File: src/rtl/jk_sched_pkg.sv
// Shared definitions for the JK command scheduler: op encodings, FSM states
// and the op -> j/k mapping used to drive the flip-flop bank.
package jk_sched_pkg;

   localparam logic [1:0] OP_HOLD = 2'b00;
   localparam logic [1:0] OP_CLR  = 2'b01;
   localparam logic [1:0] OP_SET  = 2'b10;
   localparam logic [1:0] OP_TGL  = 2'b11;

   typedef enum logic [1:0] {
      IDLE  = 2'd0,
      ISSUE = 2'd1,
      DONE  = 2'd2
   } state_t;

   // Returns {j, k} for a command op.
   function automatic logic [1:0] op_to_jk(input logic [1:0] op);
      logic [1:0] jk;
      case (op)
         OP_CLR:  jk = 2'b01;
         OP_SET:  jk = 2'b10;
         OP_TGL:  jk = 2'b11;
         default: jk = 2'b00;
      endcase
      return jk;
   endfunction

endpackage

File: src/rtl/jk_cmd_scheduler_if.sv
// Command request channel between one requester and the JK command scheduler.
// Handshake: a command transfers in the cycle where valid && ready are both high;
// ready is a single-cycle pulse and is never raised while the scheduler is busy.
interface jk_cmd_scheduler_if #(
   parameter int IDX_W = 2,
   parameter int CNT_W = 4
);
   logic             valid;
   logic [IDX_W-1:0] idx;
   logic [1:0]       op;
   logic [CNT_W-1:0] cnt;
   logic             ready;

   modport master (output valid, idx, op, cnt, input ready);
   modport slave  (input valid, idx, op, cnt, output ready);
endinterface

File: src/rtl/jk_bank.sv
// Bank of N_FF JK flip-flops sharing one j/k pair, with a per-bit update enable.
module jk_bank #(
   parameter int N_FF = 4
) (
   input  logic            clk,
   input  logic            reset,
   input  logic [N_FF-1:0] en,
   input  logic            j,
   input  logic            k,
   output logic [N_FF-1:0] q,
   output logic [N_FF-1:0] q_bar
);

   always_ff @(posedge clk) begin
      if (!reset) begin
         q <= '0;
      end else begin
         for (int i = 0; i < N_FF; i++) begin
            if (en[i]) begin
               case ({j, k})
                  2'b01:   q[i] <= 1'b0;
                  2'b10:   q[i] <= 1'b1;
                  2'b11:   q[i] <= ~q[i];
                  default: q[i] <= q[i];
               endcase
            end
         end
      end
   end

   assign q_bar = ~q;

endmodule

File: src/rtl/jk_cmd_scheduler.sv
// Arbitrates two command requesters onto a shared JK flip-flop bank.
// Define JKS_FIXED_PRIO_EN to give requester 0 fixed priority instead of round robin.
import jk_sched_pkg::*;

module jk_cmd_scheduler #(
   parameter int N_FF  = 4,
   parameter int CNT_W = 4,
   parameter int IDX_W = (N_FF <= 2) ? 1 : $clog2(N_FF)
) (
   input  logic                clk,
   input  logic                reset,
   jk_cmd_scheduler_if.slave   req0,
   jk_cmd_scheduler_if.slave   req1,
   output logic [N_FF-1:0]     q,
   output logic [N_FF-1:0]     q_bar,
   output logic                busy,
   output logic                done,
   output logic                grant_id,
   output logic                err,
   output state_t              dbg_state
);

   state_t           state, state_nx;
   logic [IDX_W-1:0] idx_r;
   logic [1:0]       op_r;
   logic [CNT_W-1:0] rem_r;
   logic             grant_r;
   logic             win;
   logic             accept;
   logic [CNT_W-1:0] sel_cnt;
   logic [N_FF-1:0]  en;
   logic [1:0]       jk;
   logic             oor;

`ifdef JKS_FIXED_PRIO_EN
   assign win = ~req0.valid;
`else
   // prio_r names the requester that wins a tie: the one not granted last.
   logic prio_r;
   assign win = (req0.valid && req1.valid) ? prio_r : req1.valid;

   always_ff @(posedge clk) begin
      if (!reset)      prio_r <= 1'b0;
      else if (accept) prio_r <= ~win;
   end
`endif

   assign accept     = reset && (state == IDLE) && (req0.valid || req1.valid);
   assign req0.ready = accept && !win;
   assign req1.ready = accept && win;
   assign sel_cnt    = win ? req1.cnt : req0.cnt;

   always_comb begin
      state_nx = state;
      case (state)
         IDLE:    if (accept) state_nx = ISSUE;
         ISSUE:   if (rem_r == CNT_W'(1)) state_nx = DONE;
         DONE:    state_nx = IDLE;
         default: state_nx = IDLE;
      endcase
   end

   always_ff @(posedge clk) begin
      if (!reset) begin
         state   <= IDLE;
         idx_r   <= '0;
         op_r    <= OP_HOLD;
         rem_r   <= '0;
         grant_r <= 1'b0;
      end else begin
         state <= state_nx;
         if (accept) begin
            idx_r   <= win ? req1.idx : req0.idx;
            op_r    <= win ? req1.op  : req0.op;
            rem_r   <= (sel_cnt == '0) ? CNT_W'(1) : sel_cnt;
            grant_r <= win;
         end else if (state == ISSUE) begin
            rem_r <= rem_r - CNT_W'(1);
         end
      end
   end

   // An out-of-range index matches no enable bit, so the bank is left untouched.
   always_comb begin
      en = '0;
      for (int i = 0; i < N_FF; i++) begin
         en[i] = (state == ISSUE) && (idx_r == IDX_W'(i));
      end
   end

   assign oor       = ({1'b0, idx_r} >= (IDX_W + 1)'(N_FF));
   assign jk        = op_to_jk(op_r);
   assign busy      = (state != IDLE);
   assign done      = (state == DONE);
   assign err       = (state == DONE) && oor;
   assign grant_id  = grant_r;
   assign dbg_state = state;

   jk_bank #(.N_FF(N_FF)) u_bank (
      .clk   (clk),
      .reset (reset),
      .en    (en),
      .j     (jk[1]),
      .k     (jk[0]),
      .q     (q),
      .q_bar (q_bar)
   );

endmodule

File: src/flat_wrapper.sv
// flat-port wrapper written by rule: the top's interface ports become plain ports
module jk_cmd_scheduler_flat 
#(
   parameter int N_FF  = 4,
   parameter int CNT_W = 4,
   parameter int IDX_W = (N_FF <= 2) ? 1 : $clog2(N_FF)
)
  (clk, reset, q, q_bar, busy, done, grant_id, err, dbg_state, req0_valid, req0_idx, req0_op, req0_cnt, req0_ready, req1_valid, req1_idx, req1_op, req1_cnt, req1_ready);
  jk_cmd_scheduler_if #(.IDX_W(IDX_W), .CNT_W(CNT_W)) req0_i ();
  jk_cmd_scheduler_if #(.IDX_W(IDX_W), .CNT_W(CNT_W)) req1_i ();
  input  logic clk;
  input  logic reset;
  output logic [N_FF-1:0] q;
  output logic [N_FF-1:0] q_bar;
  output logic busy;
  output logic done;
  output logic grant_id;
  output logic err;
  output state_t dbg_state;
  input wire logic [$bits(req0_i.valid)-1:0] req0_valid;
  input wire logic [$bits(req0_i.idx)-1:0] req0_idx;
  input wire logic [$bits(req0_i.op)-1:0] req0_op;
  input wire logic [$bits(req0_i.cnt)-1:0] req0_cnt;
  output wire logic [$bits(req0_i.ready)-1:0] req0_ready;
  input wire logic [$bits(req1_i.valid)-1:0] req1_valid;
  input wire logic [$bits(req1_i.idx)-1:0] req1_idx;
  input wire logic [$bits(req1_i.op)-1:0] req1_op;
  input wire logic [$bits(req1_i.cnt)-1:0] req1_cnt;
  output wire logic [$bits(req1_i.ready)-1:0] req1_ready;
  assign req0_i.valid = req0_valid;
  assign req0_i.idx = req0_idx;
  assign req0_i.op = req0_op;
  assign req0_i.cnt = req0_cnt;
  assign req0_ready = req0_i.ready;
  assign req1_i.valid = req1_valid;
  assign req1_i.idx = req1_idx;
  assign req1_i.op = req1_op;
  assign req1_i.cnt = req1_cnt;
  assign req1_ready = req1_i.ready;
  jk_cmd_scheduler #(.N_FF(N_FF), .CNT_W(CNT_W), .IDX_W(IDX_W)) u_core (.clk(clk), .reset(reset), .req0(req0_i), .req1(req1_i), .q(q), .q_bar(q_bar), .busy(busy), .done(done), .grant_id(grant_id), .err(err), .dbg_state(dbg_state));
endmodule
File: config.mk
export PLATFORM = sky130hd
export DESIGN_NAME = jk_cmd_scheduler_flat
export DESIGN_NICKNAME = d
export VERILOG_FILES = /design/src/rtl/jk_sched_pkg.sv /design/src/rtl/jk_cmd_scheduler_if.sv /design/src/rtl/jk_bank.sv /design/src/rtl/jk_cmd_scheduler.sv /design/src/flat_wrapper.sv
export SDC_FILE = /design/constraint.sdc
export NUM_CORES = 1
export LEC_CHECK = 0
export CAP_MARGIN = 20
export CORE_MARGIN = 2
export CORE_UTILIZATION = 40
export CTS_CLUSTER_DIAMETER = 80
export DETAILED_ROUTE_END_ITERATION = 7
export DONT_BUFFER_PORTS = 1
export REMOVE_ABC_BUFFERS = 1
export SLEW_MARGIN = 20
export SYNTH_ARGS = -nofsm -noshare
export SYNTH_HDL_FRONTEND = slang
export SYNTH_HIERARCHICAL = 1
export SYNTH_SLANG_ARGS = --single-unit
File: constraint.sdc
create_clock -name clk -period 3.3 [get_ports clk]
set_input_delay 0.66 -clock clk [delete_from_list [all_inputs] [get_ports clk]]
set_output_delay 0.66 -clock clk [all_outputs]
set_load 0.02 [all_outputs]
Word level (Yosys, flattened, before mapping)
Index checks and enable logic that the tools add are counted.
{"block": "totals", "ff_bits": 16, "input_bits": 20, "elab_cells": 68}
{"block": "classes", "add_sub_neg": 1, "eq_ne": 14, "n_mux": 15, "bitwise": 6, "reduce_logical": 22}
{"op": "2-to-1 mux 4 bit", "n": 4}
{"op": "equality test 2 bit, second input constant", "n": 7}
{"op": "one-hot mux 1 bit (3 select lines)", "n": 4}
{"op": "AND reduction 2 bit", "n": 5}
{"op": "logical AND 1 bit", "n": 9}
{"op": "equality test 2 x 1 -> 1 bit, second input constant", "n": 4}
{"op": "2-to-1 mux 2 bit", "n": 4}
{"op": "one-hot mux 2 bit (3 select lines)", "n": 1}
{"op": "NOT 1 bit", "n": 5}
{"op": "equality test 4 x 1 -> 1 bit, second input constant", "n": 1}
{"op": "logical NOT 2 bit", "n": 2}
{"op": "logical NOT 4 bit", "n": 1}
{"op": "!= test 2 x 1 -> 1 bit, second input constant", "n": 2}
{"op": "NOT 4 bit", "n": 1}
{"op": "one-hot mux 2 bit (2 select lines)", "n": 1}
{"op": "nonzero test 2 bit", "n": 2}
{"op": "subtractor 4 x 1 -> 4 bit, second input constant", "n": 1}
{"op": "nonzero test 3 bit", "n": 1}
{"op": "logical NOT 1 bit", "n": 1}
{"op": "logical OR 1 bit", "n": 1}
{"op": "2-to-1 mux 1 bit", "n": 1}

Logic depth before layout (Yosys ltp)
{"block": "depth", "ltp_word": 6, "depth_mapped": 6}

By module
Netlist, hierarchy kept.
{"mod": "jk_cmd_scheduler", "n_inst": 1, "cells_each": 89, "area_per_inst_um2": 748.2, "seq_area_each_um2": 240.2}
{"mod": "jk_bank", "n_inst": 1, "cells_each": 20, "area_per_inst_um2": 185.2, "seq_area_each_um2": 80.1}

Worst setup path before layout
Ideal clock, no wire load.
{"block": "synth_timing", "path_type": "input-to-output", "start": "input port req0_valid", "end": "output port req0_ready", "t_arrival_ns": 1.234, "t_required_ns": 2.640, "slack_ns": 1.406, "path_stages": 3, "path_cell_list": "nand2b_1 buf_4 a21oi_1"}
{"block": "synth_via", "elab_chain_len": 4, "elab_cells_between_ends": 6}
{"element": "start: declaration", "line_no": "flat_wrapper.sv:20", "source": "input wire logic [$bits(req0_i.valid)-1:0] req0_valid;"}
{"element": "logical AND 1 bit", "line_no": "jk_cmd_scheduler.sv:40", "source": "assign win = (req0.valid && req1.valid) ? prio_r : req1.valid;"}
{"element": "2-to-1 mux 1 bit", "line_no": "jk_cmd_scheduler.sv:40"}
{"element": "logical NOT 1 bit", "line_no": "jk_cmd_scheduler.sv:49", "source": "assign req0.ready = accept && !win;"}
{"element": "logical AND 1 bit *", "line_no": "jk_cmd_scheduler.sv:49"}
{"element": "end: declaration", "line_no": "flat_wrapper.sv:24", "source": "output wire logic [$bits(req0_i.ready)-1:0] req0_ready;"}
Mark *: on every way between the ends. The rest lies on a longest branch, timed or not.

Final worst setup path
{"block": "layout_timing", "start": "register u_core.state[0], in the netlist u_core/dbg_state[0]", "end": "output port req0_ready"}
{"block": "layout_via", "elab_chain_len": 4}
{"element": "start: declaration", "line_no": "jk_cmd_scheduler.sv:23", "source": "state_t state, state_nx;"}
{"element": "start signal: assignment", "line_no": "jk_cmd_scheduler.sv:71", "source": "state <= state_nx;"}
{"element": "logical NOT 2 bit", "line_no": "jk_cmd_scheduler.sv:48", "source": "assign accept = reset && (state == IDLE) && (req0.valid || req1.valid);"}
{"element": "logical AND 1 bit (2 in a row)", "line_no": "jk_cmd_scheduler.sv:48"}
{"element": "logical AND 1 bit", "line_no": "jk_cmd_scheduler.sv:49"}
No other way between the ends.

==> results summary <==
The run finished with clean final reports. Dividing the detail-routed wire length by the instance count gives 14.5 µm. Of the total synthesized cell area, the portion taken by XOR and XNOR cells is 0.0188. The achievable clock frequency came out at 448 MHz. Summed over all layers, the routed wires come to 1.94 mm. The half-perimeter wire length after placement is 1.50 mm. For this run, design rule violations remaining after detail routing come to 0.

The fraction of met3 tracks used by global routing is 0.0429. 36 I/O pins were placed. The post-CTS repair timing setup buffer count came out at 0. The cell area that synthesis handed to floorplanning was 933 µm². The number of hold buffers added after CTS came out at 0. The CTS sink count came out at 16. The delay contributed by the slowest stage of the critical path is 0.45 ns.

The total power per unit cell area came out at 539 nW/µm². The area fraction in compound gates after synthesis came out at 0.206. The worst clock skew came out at 0.00128 ns.

The antenna diode count came out at 0. Of the available clock period, the critical path in the final layout requires 0.676. The die covers 2740 µm². The met1 track demand over resource in global routing is 0.203.

The total count of hold-check failures in the final report is 0. Of the total synthesized cell area, the portion taken by full adders, half adders and majority gates is 0.0268. The clock period minus final worst setup slack came out at 2.23 ns. The critical path launch point is u_core/dbg_state[0]. Of all nets on the critical path, the largest fanout is 7. The sequential share of the synthesized area is 0.343. The leakage power is 0.364 nW. In this run the most critical hold path is launched from u_core/prio_r. Of the total synthesized cell area, the portion taken by AND, OR, NAND and NOR gates is 0.311. The number of max-slew violations in the final report was 0. The fill cell instance count of the final layout came out at 231. The die is 52.3 µm tall. The final layout net count came out at 130.

In this run the core area contains 17 standard-cell rows. Of the post-synthesis cell area, the part taken by muxes is 0.0121. The via density per instance is 5.66. The number of antenna violations at the first check in global routing is 0. The post-synthesis register bit count came out at 16. In this run the tool buffered the top-level ports with 0 buffer cells. The detailed-router iteration count before antenna repair came out at 4.

For this run the aggregate overflow at the end of global routing stands at 0. Data arrives at the worst endpoint at 1.57 ns. The synthesis-to-finish area growth is 2.01%. The class of the tightest hold or removal check is flop to flop.

The weighted congestion at the end of routability-driven global placement is 0.770. The remaining antenna violation count is 0. The number of library cell types mapped by synthesis came out at 36. The starting DRC count in detailed routing is 24. Traced cell by cell, the critical path runs through nor2_2 > o211ai_1 > a21oi_1. The clock latency at the later pin of the worst-skew pair is 0.28 ns. The largest net degree at the start of global routing is 16. TritonCTS created 3 clock buffers. The clock-pin slew reported for the worst setup and hold paths after clock tree synthesis came out at 0.09 ns.

Setup repair after global routing left no endpoint under its margin. The average footprint of a synthesized cell came out at 8.56 µm². The region available for standard cell placement spans 2210 µm².

The share of post-route cells with drive strength above 1 is 0.132. The maximum vdd drop is 291 µV. Max-cap violations in this run came to 0. The type of destination of the critical path is a primary output. After synthesis, the largest family of logic cells by area is simple AND/OR/NAND/NOR gates. The final count of negative-setup-slack endpoints is 0. The clock passes through at most 2 buffers.

The initial core utilization came out at 0.422. The total negative setup slack came out at 0 ns. The cell count after synthesis is 109. The first-pass GRT wire length is 3.28 mm.

The horizontal die dimension is 52.3 µm. The slowest stage of the critical path is the dfxtp_1 cell. In this run the most used layer during global routing was met2. STA classifies the critical path startpoint as a flop. The library cell used most frequently in the layout, excluding fill and tap cells, is dfxtp_1.

The worst register-to-register path begins at u_core/dbg_state[1]. Leaving out fill and tap cells, the most frequent cells in the layout are dfxtp_1 (16), nand2_1 (12), nor2_1 (10). The number of resized instances in the post-cts repair step came out at 0. TritonCTS built the clock tree.

Once layout is complete, the utilization of the core stands at 0.430. The yosys synthesis warning count is 6. For this run, global-route usage on met2 was measured as 0.252. The overall global routing resource usage came out at 0.159.

The number of H-tree levels came out at 1. The required time of the worst setup path is 2.64 ns. The clock root buffer is clkbuf_4. Detailed routing inserted a total of 759 vias. The via count of the first global-routing pass came to 745. The worst setup path category is flop to primary output.
[critical path, delay by kind of cell (launching register included)]
family | cells | cell delay [ns]
AOI/OAI and AO/OA | 2 | 0.65
and+or+nand+nor | 1 | 0.19
DFF | 1 | 0.45
[cell type report]
type | count | area [µm²] | area share
multi-input cells | 78 | 541 | 0.568
flip-flops and latches | 16 | 320 | 0.336
well taps | 28 | 35.0 | 0.0368
inverters | 9 | 33.8 | 0.0355
clock buffers | 3 | 22.5 | 0.0237
[where the power goes]
| group | internal [mW] | leakage [nW] | switching [mW] |
|---|---|---|---|
| Sequential | 0.220 | 0.131 | 0.0434 |
| Combinational | 0.0621 | 0.219 | 0.0879 |
| Clock | 0.0423 | 0.0138 | 0.0578 |
[layer usage]
layer	part of all wire	vias up
met3	0.085	2
met4	0.0072	0
met5	0	-
met1	0.45	342
met2	0.45	30
li1	-	385
[registers in the layout, indices dropped and copies added (netlist names)]
name	cells
u_core/u_bank/q	4
u_core/rem_r	4
u_core/grant_id	1
u_core/idx_r	2
u_core/prio_r	1
u_core/op_r	2
u_core/dbg_state	2
[per-stage QoR]
step / power, mW / setup WS (ns) / hold WS (ns) / area, µm² / cells
finish: 0.513 / 1.07 / 0.507 / 952 / 134
floorplan: 0.385 / 1.37 / 0.456 / 895 / 103
CTS: 0.518 / 1.07 / 0.504 / 952 / 134
global placement: 0.415 / 1.33 / 0.494 / 930 / 131
global route: 0.551 / 0.947 / 0.513 / 952 / 134
detailed placement: 0.417 / 1.32 / 0.480 / 930 / 131
[path summary, 6_finish.rpt]
| path | to | slack [ns] | depth (start not counted) |
|---|---|---|---|
| worst max-delay path | req0_ready | 1.07 | 3 |
| worst min-delay path | u_core/prio_r | 0.51 | 2 |
| worst max register to register | u_core/u_bank/q[3] | 1.82 | 4 |
| worst min register to register | u_core/prio_r | 0.51 | 2 |
[synthesized netlist by cell type, drive strengths merged]
cell type,number,area share
ha,2,0.027
and3,3,0.020
nor3,4,0.021
mux2,1,0.012
a21oi,3,0.016
nand3,7,0.038
nand2b,2,0.016
o211ai,2,0.016
a31o,4,0.038
and2b,2,0.019
nor3b,2,0.016
dfxtp,16,0.34
and4b,4,0.043
o21ai,2,0.011
clkbuf,2,0.0080
a211oi,3,0.029
o31ai,1,0.0080
nor4,1,0.023
nand2,13,0.060
buf,4,0.034
conb,1,0.0040
o211a,1,0.019
nand3b,1,0.0080
xnor2,2,0.019
a311oi,6,0.070
inv,9,0.036
nor2,11,0.047
[cells by family (layout without fill, tap and decap cells)]
group                    count (synthesis)  in the layout
multiplexers                             1              1
buffers and inverters                   15             12
other                                    1              1
AND/OR/NAND/NOR                         50             50
AO/OA/AOI/OAI                           22             22
flip-flops                              16             16
adder cells (fa/ha/maj)                  2              2
XOR/XNOR                                 2              2
(Power assumes the default switching activity.)
